### src/rtl/demux_reg_8.sv
// Eight-slot write-side register bank: one word steered into one of eight
// registered slots, with per-slot valid flags and a one-cycle write ack.
//
// Ports:
//   clock      rising-edge clock for all state
//   reset      synchronous active-high reset (highest priority)
//   clear      synchronous flush of all slots and valid flags
//   we         write enable
//   select     slot index 0..7 (don't-care when we=0)
//   data       word to store
//   out0..out7 registered slot contents
//   valid      valid[i]=1 when slot i written since last reset/clear
//   ack        high for the cycle after an accepted write
//   ack_sel    slot index of the acknowledged write
module demux_reg_8 #(
  parameter int WIDTH = 32
) (
  input  logic             clock,
  input  logic             reset,
  input  logic             we,
  input  logic [2:0]       select,
  input  logic [WIDTH-1:0] data,
  input  logic             clear,
  output logic [WIDTH-1:0] out0,
  output logic [WIDTH-1:0] out1,
  output logic [WIDTH-1:0] out2,
  output logic [WIDTH-1:0] out3,
  output logic [WIDTH-1:0] out4,
  output logic [WIDTH-1:0] out5,
  output logic [WIDTH-1:0] out6,
  output logic [WIDTH-1:0] out7,
  output logic [7:0]       valid,
  output logic             ack,
  output logic [2:0]       ack_sel
);

  logic [WIDTH-1:0] slot [8];
  logic [7:0]       wen;

  // One-hot enable; select is only looked at when we=1, so an
  // undriven select on idle cycles cannot disturb any slot.
  always_comb begin
    wen = '0;
    if (we) begin
      wen[select] = 1'b1;
    end
  end

  always_ff @(posedge clock) begin
    if (reset) begin
      for (int i = 0; i < 8; i++) begin
        slot[i] <= '0;
      end
      valid   <= '0;
      ack     <= 1'b0;
      ack_sel <= '0;
    end else if (clear) begin
      // Flush drops any concurrent write; ack_sel keeps its last value.
      for (int i = 0; i < 8; i++) begin
        slot[i] <= '0;
      end
      valid <= '0;
      ack   <= 1'b0;
    end else begin
      for (int i = 0; i < 8; i++) begin
        if (wen[i]) begin
          slot[i] <= data;
        end
      end
      valid <= valid | wen;
      ack   <= we;
      if (we) begin
        ack_sel <= select;
      end
    end
  end

  assign out0 = slot[0];
  assign out1 = slot[1];
  assign out2 = slot[2];
  assign out3 = slot[3];
  assign out4 = slot[4];
  assign out5 = slot[5];
  assign out6 = slot[6];
  assign out7 = slot[7];

endmodule

### config.mk
export PLATFORM = sky130hd
export DESIGN_NAME = demux_reg_8
export DESIGN_NICKNAME = d
export VERILOG_FILES = /design/src/rtl/demux_reg_8.sv
export SDC_FILE = /design/constraint.sdc
export NUM_CORES = 1
export LEC_CHECK = 0
export ABC_CLOCK_PERIOD_IN_PS = 10420
export BUFFER_PORTS_ARGS = -buffer_cell sky130_fd_sc_hd__buf_2
export CORE_MARGIN = 2
export CORE_UTILIZATION = 50
export CTS_CLUSTER_DIAMETER = 200
export DETAILED_ROUTE_END_ITERATION = 12
export GPL_TIMING_DRIVEN = 0
export PLACE_DENSITY_LB_ADDON = 0.08
export SLEW_MARGIN = 20
export SYNTH_ARGS = -nofsm -noshare
export SYNTH_HDL_FRONTEND = slang
export SYNTH_SLANG_ARGS = --single-unit
### constraint.sdc
create_clock -name clock -period 10.42 [get_ports clock]
set_input_delay 0.521 -clock clock [delete_from_list [all_inputs] [get_ports clock]]
set_output_delay 0.521 -clock clock [all_outputs]
set_load 0.005 [all_outputs]
==> impl_metrics.csv, run 1 <==
group,metric,value,unit
status,status,"finished, final reports clean",
pwr,p_total,2.280,mW
sta,setup_viol,0,
pwr,p_leak,5.768,nW
cts,htreeDepth,1,
synthesis,synth_nets,701,
worst_setup_path,timing.critical_path.cells,"buf_2 -> nor2_1 -> clkbuf_1 -> o21ai_4 -> buf_16",
sta,worst_clock_skew,0,ns
final_layout,seqCellArea,7607,µm²
final_layout,finalNonFillerCells,1289,
worst_setup_path,crit_buf_inv,3,
cts,clkTransAtPathRegs,0.06,ns
worst_setup_path,arrival,2.57,ns
worst_setup_path,worstSetupPathType,"primary input to flop",
synthesis,avgSynthCellArea,14.98,µm²
placement,place_inst,1240,
synthesis,yosysSeqAreaShare,76.70,%
floorplanning,core_area,19460,µm²
hold_path,hold_path_class,"primary input to flop",
floorplanning,io_pins,307,
flow_run,drv_cap,0,
final_layout,mostFrequentLayoutCell,"buf_2",
routing,routed_via_density,4.846,
cts,postCtsHoldBufs,0,
final_layout,fillers,1464,
grt,grt_max_degree,21,
synthesis,synth.distinct_cells,26,
worst_setup_path,critical_path.slowest_cell,"clkbuf_1",
synthesis,syn_inst,662,
pwr,cellPowerDensity,177.0,nW/µm²
grt,grt_pass1_wl,36000,µm
floorplanning,rows,51,
final_layout,final_cell_mix,"312 x buf_2, 225 x and2_1, 224 x edfxtp_1, 66 x nand2_1, 44 x dfxtp_1",
cts,cts_tree,"yes",
floorplanning,dieArea,20980,µm²
sta,maxSlewHeadroom,37.10,%
final_layout,layout.nets,1043,
worst_setup_path,critPathMaxFanout,19,
final_layout,drive_above_1_share,38.28,%
pwr,worst_ir_drop_vdd,0.1263,mV
sta,final.setup.worst_slack,8.104,ns
worst_setup_path,crit_path_end_kind,"flop",
cts,root_buffer,"clkbuf_16",
worst_setup_path,crit_path_start_kind,"primary input",
synthesis,yosysWarnings,0,
routing,routed_wl,24880,µm
final_layout,multi_input_area,2186,µm²
floorplanning,die-width,144.8,µm
synthesis,synth_seq_cells,268,
grt,grt-ovfl-total,0,
final_layout,area_delta_synth_final,29.87,%
cts,cts_setup_buffers,0,
sta,fmax,0.4317,GHz
placement,dp_hpwl,17820,µm
sta,hold-worst-slack,0.2369,ns
sta,min_period,2.316,ns
cts,cts_resized,0,
cts,clkLatencyLatePin,0.52,ns
grt,grtUsageTotal,23.37,%
sta,final-hold-violation-count,0,
placement,port_buffers,306,
worst_setup_path,worstPathRequired,10.68,ns
grt,grt_pass1_vias,5970,
routing,route.detailed.drc,0,
cts,clockBufferDepth,3,
sta,setup_tns,0,ns
sta,rsz0062_at_grt,"false",
cts,cts_made_buffers,27,
placement,place.gp.congestion,0.7804,
floorplanning,dieHeight,144.8,µm
worst_setup_path,slowest_delay,0.77,ns
grt,antenna_found_initial,0,
sta,tightestPinTransition,0.9435,ns
routing,wl_per_cell,19.30,µm
sta,period_share,22.23,%
synthesis,syn_area,9918,µm²
routing,vias,6247,
routing,drtAntennaViolNets,0,
floorplanning,initial_core_util,50.96,%
worst_setup_path,path_delay_family,"buffers and inverters",
cts,cts_sinks,268,
routing,firstDrtPassIters,4,
sta,slew_violations,0,
placement,pre_cts_ws,7.578,ns
routing,drtIter0Drc,311,
final_layout,antenna_cells,0,
-- routing by layer --
| metal | vias up | GRT usage, % | wire (µm) |
|---|---|---|---|
| met2 | 250 | 37.36 | 11610 |
| met4 | 0 | 8.380 | 850 |
| li1 | 2964 | - | - |
| met5 | - | 0 | 0 |
| met3 | 55 | 6.351 | 1978 |
| met1 | 2978 | 30.95 | 10430 |
-- synth_stat cells --
cell type	count	area share [%]
a21o_1	6	0.45
a21oi_1	32	1.6
and2_1	225	14
buf_1	1	0.038
buf_2	6	0.30
buf_4	1	0.076
buf_6	6	0.68
clkbuf_1	7	0.26
clkbuf_2	12	0.61
dfxtp_1	44	8.9
edfxtp_1	224	68
mux2i_1	3	0.30
nand2_1	66	2.5
nand2b_1	3	0.19
nor2_1	7	0.26
nor2_4	3	0.34
nor2b_1	1	0.063
nor3_2	2	0.20
nor3_4	1	0.16
nor4_4	1	0.21
nor4b_2	1	0.15
o21a_1	1	0.076
o21ai_0	6	0.30
or2_1	1	0.063
or4b_1	1	0.10
or4b_4	1	0.14
-- registers in the layout, summed over array words and instances, names as in the netlist --
signal   flops
slot       256
ack          1
valid        8
ack_sel      3
-- final timing paths --
path	from	endpoint	slack, ns	depth (start not counted)
worst min register to register	valid[2]	valid[2]	0.45	1
worst max register to register	slot[0][0]	slot[0][0]	9.80	2
worst max-delay path	reset	slot[1][17]	8.10	5
worst min-delay path	reset	ack_sel[1]	0.24	2
-- final cells by class --
class,count,area share (%)
buffer,33,1.515
multi-input combinational,361,16.97
sequential,268,59.06
timing repair buffer,313,13.39
tap,265,2.574
clock inverter,8,0.5342
clock buffer,41,5.964
-- worst reg2reg max path, delay by kind of cell (launching register included) --
family	cells	cell delay, ns
AND/OR/NAND/NOR	1	0.05
AO/OA/AOI/OAI	1	0.16
flip-flops	1	0.34
-- logic make-up (layout without fill, tap and decap cells) --
kind of cell	Yosys count	count (layout)	synth area share, %
AOI/OAI and AO/OA	45	45	2.447
buffers and inverters	33	395	1.968
and+or+nand+nor	313	313	18.58
DFF	268	268	76.70
muxes	3	3	0.3028
-- metrics by stage --
stage / instance area, µm² / util, %
floorplan: 9918 / -
global placement: 11780 / 60.53
detailed placement: 12040 / 61.88
CTS: 12880 / 66.18
global route: 12880 / 66.18
finish: 12880 / 66.18
-- report_power, final --
group          leakage [nW]  switching (mW)  internal, mW
sequential             2.80          0.0137          1.21
clock                 0.405           0.380         0.531
combinational          2.56          0.0870        0.0561
total                  5.77           0.481          1.80
Note: power is estimated with default switching activity, not from simulation.
==> run 2: changes to the inputs <==
- ABC_CLOCK_PERIOD_IN_PS: 10420 -> 1950
- CORE_UTILIZATION: 50 -> 46
- clock period: 10.42 -> 1.95 ns (I/O delays scaled with it)
==> run 2 against run 1 <==
Against the previous run:
- clock skew is the same
- first-iteration DRC count grew 7.4%
- count of clock-buffer cells in the layout is the same
- wire length grew 4.6%
- die area grew 8.5%
- sequential cell count is the same
- cell count grew 3.7%
- utilization shrank 3.5 points
- critical path depth is the same
- sequential power grew to 5.3 times the previous value
- non-clock buffer count grew 37
- combinational power grew to 5.8 times the previous value
==> impl_metrics.csv, run 2 (synthesis gave the netlist of run 1 again) <==
group,metric,value,unit
status,status,"finished, final reports clean",
worst_setup_path,setup.worst_path.end,"slot[0][41]",
worst_setup_path,crit_buf_inv,3,
pwr,p_leak,5.910,nW
final_layout,postLayoutCellArea,13230,µm²
placement,port_buffers,306,
worst_setup_path,arrival,2.10,ns
grt,antenna_found_initial,0,
pwr,clkPwrFrac,39.6,%
cts,htreeDepth,1,
worst_setup_path,worstSetupPathType,"primary input to flop",
final_layout,multi_input_area,2186,µm²
pwr,cellPowerDensity,921.5,nW/µm²
sta,worst_clock_skew,0,ns
pwr,p_total,12.19,mW
grt,grt-ovfl-total,0,
pwr,combPwrFrac,6.8,%
worst_setup_path,timing.critical_path.cells,"buf_2 -> nor2_1 -> clkbuf_1 -> o21ai_4 -> buf_16",
sta,maxSlewHeadroom,39.35,%
final_layout,drive_above_1_share,36.44,%
floorplanning,die-width,150.8,µm
final_layout,fillers,1683,
final_layout,final_cell_mix,"312 x buf_2, 225 x and2_1, 224 x edfxtp_1, 66 x nand2_1, 44 x dfxtp_1",
cts,clkLatencyLatePin,0.52,ns
sta,rsz0062_at_grt,"false",
cts,root_buffer,"clkbuf_16",
routing,vias,6260,
placement,pre_cts_ws,-0.4671,ns
routing,routed_wl,26020,µm
sta,final.setup.worst_slack,0.1286,ns
sta,min_period,1.821,ns
grt,grtUsageTotal,22.53,%
floorplanning,initial_core_util,47.03,%
worst_setup_path,worstPathRequired,2.23,ns
final_layout,final_util,62.73,%
worst_setup_path,path_delay_family,"buffers and inverters",
cts,clkTransAtPathRegs,0.06,ns
cts,cts_made_buffers,28,
sta,final-hold-violation-count,0,
worst_setup_path,slowest_delay,0.74,ns
pwr,power.internal,9.568,mW
worst_setup_path,crit_path_start_kind,"primary input",
worst_setup_path,critical_path.slowest_cell,"clkbuf_1",
sta,tightestPinTransition,0.9098,ns
routing,drtIter0Drc,334,
floorplanning,core_area,21090,µm²
final_layout,antenna_cells,0,
worst_setup_path,cp-startpoint,"clear",
sta,period_share,93.41,%
grt,grt_pass1_vias,6116,
sta,setup_viol,0,
final_layout,regMostFlops,"slot",
final_layout,seqCellArea,7607,µm²
hold_path,hold_path_class,"primary input to flop",
cts,cts_sinks,268,
placement,place.gp.congestion,0.7651,
grt,grt_max_degree,33,
sta,slew_violations,0,
pwr,worst_ir_drop_vdd,0.6650,mV
pwr,seq_power_share,53.7,%
worst_setup_path,rr_endpoint,"ack_sel[1]",
routing,routed_via_density,4.682,
routing,firstDrtPassIters,5,
final_layout,area_delta_synth_final,33.38,%
worst_setup_path,crit_path_end_kind,"flop",
floorplanning,rows,53,
worst_setup_path,critPathMaxFanout,17,
final_layout,layout.nets,1081,
worst_setup_path,r2r_start,"ack_sel[1]",
final_layout,mostFrequentLayoutCell,"buf_2",
routing,wl_per_cell,19.46,µm
routing,drtAntennaViolNets,0,
final_layout,reg_top3,"slot (256), valid (8), ack_sel (3)",
floorplanning,dieHeight,150.8,µm
worst_setup_path,path_depth,5,
cts,cts_tree,"yes",
cts,clockBufferDepth,3,
floorplanning,io_pins,307,
floorplanning,dieArea,22750,µm²
worst_setup_path,regToRegSetupSlack,0.81,ns
flow_run,drv_cap,0,
worst_setup_path,r2r_cells,3,
pwr,p_sw,2.623,mW
placement,postPlaceCellArea,12030,µm²
pwr,swShare,21.51,%
final_layout,largest_reg_flops,256,
routing,route.detailed.drc,0,
cts,cts_resized,0,
grt,grt_pass1_wl,37800,µm
placement,dp_hpwl,18110,µm
sta,fmax,0.5490,GHz
[run 2: cell count changes in the layout (fill, tap and decap cells not counted), sizes merged]
| cell | change |
|---|---|
| clkinv | +4 |
| bufinv | -1 |
| dlygate4sd3 | +38 |
| clkinvlp | -2 |
| buf | -1 |
[run 2: worst min path at each step]
| stage | start | to | slack (ns) | cells past startpoint |
|---|---|---|---|---|
| global placement | reset | ack_sel[1] | 0.34 | 2 |
| global route | select[1] | slot[0][2] | 0.01 | 4 |
| floorplan | reset | ack_sel[0] | 0.17 | 1 |
| CTS | clear | ack_sel[2] | 0.002 | 4 |
| finish | clear | ack_sel[2] | 0.02 | 4 |
| detailed placement | reset | ack_sel[0] | 0.34 | 2 |
[run 2: power groups by stage]
stage               registers, mW  logic (mW)  clock network (mW)
finish                       6.54       0.823                4.82
global route                 6.57       0.898                5.13
CTS                          6.55       0.841                4.90
detailed placement           6.67       0.781                   0
global placement             6.67       0.722                   0
floorplan                    6.72       0.162                   0
[run 2: area by class of cell]
class	count	area share, %
Clock buffer	41	5.902
Tap cell	275	2.601
Sequential cell	268	57.51
Timing Repair Buffer	350	15.70
Buffer	33	1.475
Clock inverter	9	0.2932
Multi-Input combinational cell	361	16.52
[run 2: layer usage]
layer	routed length (µm)	GRT usage (%)
met5	0	0
met4	755	7.009
met3	2049	5.783
met2	12610	37.36
met1	10600	29.30
[run 2: per-stage QoR]
| stage | std cells | setup TNS (ns) | hold slack, ns |
|---|---|---|---|
| 3_5_place_dp | 1249 | -75.72 | 0.3441 |
| 2_1_floorplan | 662 | -36.81 | 0.1699 |
| 4_1_cts | 1337 | 0 | 0.002013 |
| 6_report | 1337 | 0 | 0.01679 |
| 3_3_place_gp | 1243 | -231.66 | 0.3394 |
| 5_1_grt | 1337 | 0 | 0.01373 |
[run 2: worst register-to-register path, stage by stage (launching register included)]
cell,delay (ns)
dfxtp_1,0.31
mux2i_1,0.13
nor2_1,0.05
dlygate4sd3_1,0.54
[run 2: repair_timing]
| item | CTS | global route |
|---|---|---|
| hold buffers | 38 | 0 |
| buffers inserted | 0 | 0 |
| hold endpoints to repair | 235 | 0 |
| setup endpoints to repair | 0 | 0 |
==> run 3: changes to the inputs <==
- ABC_CLOCK_PERIOD_IN_PS: 1950 -> 2100
- CORE_UTILIZATION: 46 -> 50
- TNS_END_PERCENT: not set -> 10
- clock period: 1.95 -> 2.1 ns (I/O delays scaled with it)
==> run 3 against run 2 <==
Against the previous run:
- die area is 7.8% lower
- total power is 6.9% lower
- first-iteration DRC count is 11% higher
- via count is 2.4% higher
- combinational power is 6.3% lower
- sequential cell count stayed put
- worst setup slack better by 0.066 ns
- sequential power is 7.2% lower
- sequential share of layout area is 0.066 points lower
- register-to-register slack better by 0.16 ns
- global-route usage is 1.2 points higher
==> impl_metrics.csv, run 3 (synthesis gave the netlist of run 1 again) <==
group,metric,value,unit
cts,cts_sinks,268,
cts,clkLatencyLatePin,0.52,ns
worst_setup_path,crit_path_start_kind,"primary input",
cts,cts_tree,"yes",
cts,cts_setup_buffers,0,
floorplanning,die-width,144.8,µm
sta,min_period,1.905,ns
pwr,p_leak,5.937,nW
sta,worst_clock_skew,0,ns
placement,dp_hpwl,17760,µm
placement,place.gp.congestion,0.7913,
routing,drtIter0Drc,371,
final_layout,regMostFlops,"slot",
final_layout,reg_top3,"slot (256), valid (8), ack_sel (3)",
final_layout,layout.nets,1080,
placement,place_inst,1240,
hold_path,hp-start,"clear",
final_layout,antenna_cells,0,
sta,setup_tns,0,ns
worst_setup_path,worstPathRequired,2.49,ns
sta,fmax,0.5249,GHz
final_layout,largest_reg_flops,256,
sta,rsz0062_at_grt,"false",
sta,slew_violations,0,
worst_setup_path,crit_path_end_kind,"flop",
routing,routed_wl,25450,µm
pwr,cellPowerDensity,856.7,nW/µm²
worst_setup_path,critPathMaxFanout,10,
sta,period_share,90.72,%
worst_setup_path,r2r_start,"ack_sel[2]",
status,status,"finished, final reports clean",
grt,grt_pass1_vias,5957,
cts,cts_resized,0,
final_layout,mostFrequentLayoutCell,"buf_2",
cts,root_buffer,"clkbuf_16",
worst_setup_path,worstSetupPathType,"primary input to flop",
final_layout,drive_above_1_share,37.29,%
placement,port_buffers,306,
grt,antenna_found_initial,0,
final_layout,area_delta_synth_final,33.53,%
grt,grt_max_degree,21,
floorplanning,rows,51,
final_layout,finalNonFillerCells,1327,
sta,maxSlewHeadroom,39.76,%
cts,cts_made_buffers,27,
grt,grt_pass1_wl,36290,µm
pwr,p_total,11.35,mW
grt,grtUsageTotal,23.70,%
floorplanning,core_area,19460,µm²
cts,htreeDepth,1,
sta,setup_viol,0,
routing,routed_via_density,4.833,
worst_setup_path,arrival,2.30,ns
sta,tightestPinTransition,0.9036,ns
floorplanning,dieHeight,144.8,µm
grt,grt-ovfl-total,0,
final_layout,final_cell_mix,"312 x buf_2, 225 x and2_1, 224 x edfxtp_1, 66 x nand2_1, 44 x dfxtp_1",
hold_path,hold_path_class,"primary input to flop",
routing,wl_per_cell,19.18,µm
floorplanning,dieArea,20980,µm²
routing,firstDrtPassIters,4,
pwr,worst_ir_drop_vdd,0.6350,mV
cts,clkTransAtPathRegs,0.06,ns
floorplanning,initial_core_util,50.96,%
flow_run,drv_cap,0,
sta,final-hold-violation-count,0,
routing,vias,6413,
cts,clockBufferDepth,3,
sta,hold-worst-slack,0.01958,ns
worst_setup_path,cp-startpoint,"select[0]",
floorplanning,io_pins,307,
routing,route.detailed.drc,0,
routing,drtAntennaViolNets,0,
run 3: cell types whose count changed in the layout (fill, tap and decap cells not counted):
cell           previous run  this run
clkinvlp_4                0         1
buf_16                    6         7
bufinv_16                 0         1
clkbuf_16                29        27
clkinv_2                  4        10
inv_6                     0         1
clkinv_1                  5         6
clkbuf_8                  1         2
clkbuf_1                 18         9
dlygate4sd3_1            38        37
run 3: worst max-delay path: stages:
cell,delay (ns)
dlygate4sd3_1,0.51
buf_2,0.20
nand2_1,0.26
nor3_4,0.48
clkbuf_1,0.51
and2_1,0.22
run 3: report_power, final:
group	internal [mW]	switching [mW]	leakage, nW
Clock	2.54	1.96	0.417
Combinational	0.323	0.448	2.72
Sequential	6.01	0.0642	2.80
Total	8.88	2.47	5.94
run 3: repair_timing:
action | 4_1_cts | 5_1_grt
hold endpoints to repair | 218 | 0
endpoints found under the setup margin | 0 | 0
hold buffers | 37 | 0
run 3: path summary, 6_finish.rpt:
kind	endpoint	slack, ns	depth (start not counted)
max	slot[1][116]	0.19	6
max reg2reg	ack_sel[2]	0.97	3
min	ack_sel[0]	0.02	4
min reg2reg	slot[0][19]	0.45	2
run 3: through the flow:
step / instance area [µm²] / setup WS (ns) / utilization, %
2_1_floorplan: 9918 / -0.5417 / -
3_3_place_gp: 11780 / -1.851 / 60.53
3_5_place_dp: 12040 / -0.3046 / 61.88
4_1_cts: 13240 / 0.2277 / 68.05
5_1_grt: 13240 / 0.1182 / 68.05
6_report: 13240 / 0.1949 / 68.05
run 3: area by class of cell:
class,instances,area [µm²]
buffer,33,195.2
multi-input combinational,361,2186
fill,1469,6218
clock inverter,19,118.9
clock buffer,31,710.7
sequential,268,7607
timing repair buffer,350,2095
tap,265,331.6
run 3: routing by layer:
layer  wire length [µm]  global-route usage [%]
met1              10220                   30.55
met2              12310                   39.05
met3               2109                   6.680
met4                807                   7.665
met5                  0                       0
